--- src/rtl/mips_io_bridge.sv ---
// mips_io_bridge: address decoder linking the MIPS data port to the TC, IN32 and OUT32 peripherals
module mips_io_bridge #(
  parameter int DEV_COUNT   = 3,
  parameter int DEV_ID_WD   = 2,
  parameter int DEV_ADDR_WD = 8,
  parameter int DEV_TC      = 0,
  parameter int DEV_IN32    = 1,
  parameter int DEV_OUT32   = 2
) (
  input  logic                      clk,
  input  logic                      rst_n,
  input  logic [31:0]               PrAddr,
  input  logic [31:0]               PrWD,
  input  logic                      PrWE,
  output logic [31:0]               PrRD,
  output logic [DEV_ADDR_WD:1]      DevAddr,
  output logic [31:0]               DevWD,
  output logic [DEV_COUNT-1:0]      DevWE,
  input  logic [32*DEV_COUNT-1:0]   DevRD,
  input  logic [DEV_COUNT-1:0]      DevIRQ,
  output logic [5:0]                HWInt,
  output logic                      BusErr
);
  localparam int HI_LSB = DEV_ADDR_WD + DEV_ID_WD;
  localparam int POP = (1 << DEV_COUNT) - 1;
  localparam int NAMED = (1 << DEV_TC) | (1 << DEV_IN32) | (1 << DEV_OUT32);
  localparam logic [2**DEV_ID_WD-1:0] LIVE = (2**DEV_ID_WD)'((NAMED | POP) & POP);
  logic [DEV_ID_WD-1:0] devId;
  logic mapped;
  assign devId = PrAddr[HI_LSB-1:DEV_ADDR_WD];
  assign mapped = ~|PrAddr[31:HI_LSB] & LIVE[devId];
  assign DevAddr = PrAddr[DEV_ADDR_WD-1:0];
  assign DevWD = PrWD;
  always_comb begin
    PrRD = '0;
    DevWE = '0;
    for (int i = 0; i < DEV_COUNT; i++) begin
      if (mapped && devId == DEV_ID_WD'(i)) PrRD = DevRD[32*i +: 32];
      DevWE[i] = PrWE & mapped & (devId == DEV_ID_WD'(i));
    end
  end
  always_ff @(posedge clk or negedge rst_n) begin
    if (!rst_n) begin
      HWInt <= '0;
      BusErr <= 1'b0;
    end else begin
      HWInt <= 6'(DevIRQ);
      BusErr <= BusErr | ~mapped;
    end
  end
endmodule

--- config.mk ---
export PLATFORM = sky130hd
export DESIGN_NAME = mips_io_bridge
export DESIGN_NICKNAME = d
export VERILOG_FILES = /design/src/rtl/mips_io_bridge.sv
export SDC_FILE = /design/constraint.sdc
export NUM_CORES = 1
export LEC_CHECK = 0
export ABC_CLOCK_PERIOD_IN_PS = 1500
export CORE_AREA = 5 5 94 96
export DETAILED_ROUTE_END_ITERATION = 7
export DIE_AREA = 0 0 99 101
export PLACE_DENSITY = 0.86
export REMOVE_ABC_BUFFERS = 1
export SETUP_SLACK_MARGIN = 0.02
export SLEW_MARGIN = 20
export SYNTH_ARGS = -nofsm -noshare
export SYNTH_HDL_FRONTEND = slang
export SYNTH_SLANG_ARGS = --single-unit
--- constraint.sdc ---
create_clock -name clk -period 1.5 [get_ports clk]
set_input_delay 0.3 -clock clk [delete_from_list [all_inputs] [get_ports clk]]
set_output_delay 0.3 -clock clk [all_outputs]
set_load 0.005 [all_outputs]
==> flow_summary.ini <==
[global_route]
gr-total-overflow = 0
grt_use_total = 0.1788
grt_max_degree = 29
grt_pass1_wl_um = 13490
antenna_found_initial = 0
grt_pass1_vias = 2188

[route]
drtIter0Drc = 71
num_vias = 1992
wirelength_um = 9835
wire_per_inst_um = 23.03
dr.pass1.iters = 4
final_antenna_net_count = 0
drc = 0
viasPerCell = 4.665

[die]
core_sq_um = 7969
fp.dieH_um = 101
io_pins = 248
rows = 33
start_util = 0.2038
dieWidth_um = 99
die_area_sq_um = 9999

[logic_synthesis]
synth_area_leader_cell = buf_4
synth_common_cells = buf_4, a2bb2oi_1, mux2i_1
syn_inst = 179
yosysSeqAreaShare = 0.06163
yosys_warnings = 0
ys_ff_latch = 4
ys.flop_type = dfrtp_1
syn_area_sq_um = 1624
async_flop_share = 1.000
avgSynthCellArea_sq_um = 9.073
synth.area.top_cells = buf_4, mux2i_1, nor3_2
synth_edf_count = 0
yosysUniqueCellTypes = 20
synth_top_area_share = 0.1988
synth.most_common_cell = buf_4

[setup_path]
crit_arrival_ns = 1.62
cp_slowest_cell = nor4_4
cp_common_cell = buf_6
cp_max_fo = 3
worstSetupStartpointType = input port
cpPeakStageDelay_ns = 0.31
critPathBufInv = 5
crit_chain = buf_6, nor4_4, nand4_4, clkbuf_16, buf_6, buf_6, nor4_4, buf_2
criticalPathCategory = input port to output pin
cp_top_family = buffers and inverters
cp.required_ns = 1.20
end_kind = output pin

[cells_and_area]
finalNonFillerCells = 427
antenna_cells = 0
drive_gt1_frac = 0.4317
areaGrowthSynthToFinish_pct = 114.9
fillCellCount = 768
nets = 490

[timing]
worst_slack_ns = -0.4156
max_freq_ghz = 0.5220
rsz0062_at_grt = yes
period_share = 1.277
period_minus_slack_ns = 1.916
hold_slack_ns = 0.2775
skew_ns = 0
hold_viol_final = 0
finalMaxSlewViolations = 0
final-setup-viol-count = 36

[place]
place_hpwl_um = 7690
pre_cts_ws_ns = -1.138
gp_congestion = 0.7697
dp.cells = 401
port_buffers = 164

[power]
irDropWorstVdd_mv = 0.4247
power_density_nw_per_um2 = 283.6
total_power_mw = 0.9900
leakage_nw = 1.622

[clock_tree]
insertion_delay_ns = 0.22
hold_buffers = 0
clock-sinks = 4
h-tree-depth = 1
clockRootBuffer = clkbuf_8
cts_buffers = 3
tritoncts = done
clkTransAtPathRegs_ns = 0.03
clk_path_buf_depth = 2

[run]
drv_cap = 0

[status]
status = finished with violations
failed_checks = setup timing

[hold_path]
min_path_type = input port to asynchronous set/reset pin
==> report_power, final <==
| group | leakage [nW] | switching, mW | internal (mW) |
|---|---|---|---|
| clock network | 0.0216 | 0.0608 | 0.172 |
| logic | 1.56 | 0.220 | 0.423 |
| registers | 0.0437 | 0.00154 | 0.113 |
==> registers in the layout, indices dropped and copies added, names as in the netlist <==
name	count
HWInt	3
BusErr	1
==> per-stage QoR <==
stage	utilization	TNS [ns]	area, sq um
2_1_floorplan	-	-19.31	1197
3_3_place_gp	0.3900	-34.53	3108
3_5_place_dp	0.3900	-35.77	3108
4_1_cts	0.4026	-11.29	3208
5_1_grt	0.4381	-12.98	3491
6_report	0.4381	-10.14	3491
==> logic make-up (layout without fill, tap and decap cells) <==
family          Yosys count  count (layout)  synth area share
buf+inv                  61             202            0.2673
mux                      32              32            0.1972
compound gates           33              33            0.1803
simple gates             48              48            0.2912
flops                     4               4           0.06164
other cells               1               3          0.002309
==> layer usage <==
layer | share of wire | GRT usage | routed length, um
met4 | 0.0066 | 0.02206 | 65
met1 | 0.33 | 0.1775 | 3235
met2 | 0.45 | 0.2758 | 4453
met5 | 0.0075 | 0.05641 | 74
met3 | 0.20 | 0.1709 | 2006
==> timing repair <==
item                       in CTS  in global routing
gates cloned                    3                  3
setup buffers                  13                  6
resized for setup             242                 41
pin swaps                      15                 37
hold endpoints to repair        0                  0
setup endpoints to repair      36                 36
==> cells in the final DEF, fill, tap and decap left out, drive strengths merged, types with 3 or more instances in the layout <==
master,netlist,final
conb,1,3
nor3,34,34
a2bb2oi,32,32
clkdlybuf4s50,0,105
buf,59,85
nand2,4,4
clkdlybuf4s15,0,5
dfrtp,4,4
mux2i,32,32
nor4,6,6
clkbuf,2,7
==> path summary, 6_finish.rpt <==
path,from,slack [ns],end,depth (start not counted)
worst max register to register,BusErr$_DFF_PN0_,0.63,BusErr$_DFF_PN0_,1
max in group asynchronous,rst_n,1.06,BusErr$_DFF_PN0_,1
worst max-delay path,PrAddr[12],-0.42,DevWE[1],8
min in group clk,BusErr$_DFF_PN0_,0.48,BusErr$_DFF_PN0_,1
worst min register to register,BusErr$_DFF_PN0_,0.48,BusErr$_DFF_PN0_,1
worst min-delay path,rst_n,0.28,HWInt[1]$_DFF_PN0_,1
==> cell type report <==
cell class,instances,area (sq um),area share
clock buffer,3,41.29,0.01183
tap,105,131.4,0.03763
sequential,4,100.1,0.02867
timing repair buffer,199,1931,0.5530
multi-input combinational,116,1287,0.3688
No activity file was read; power rests on OpenSTA's default activity.
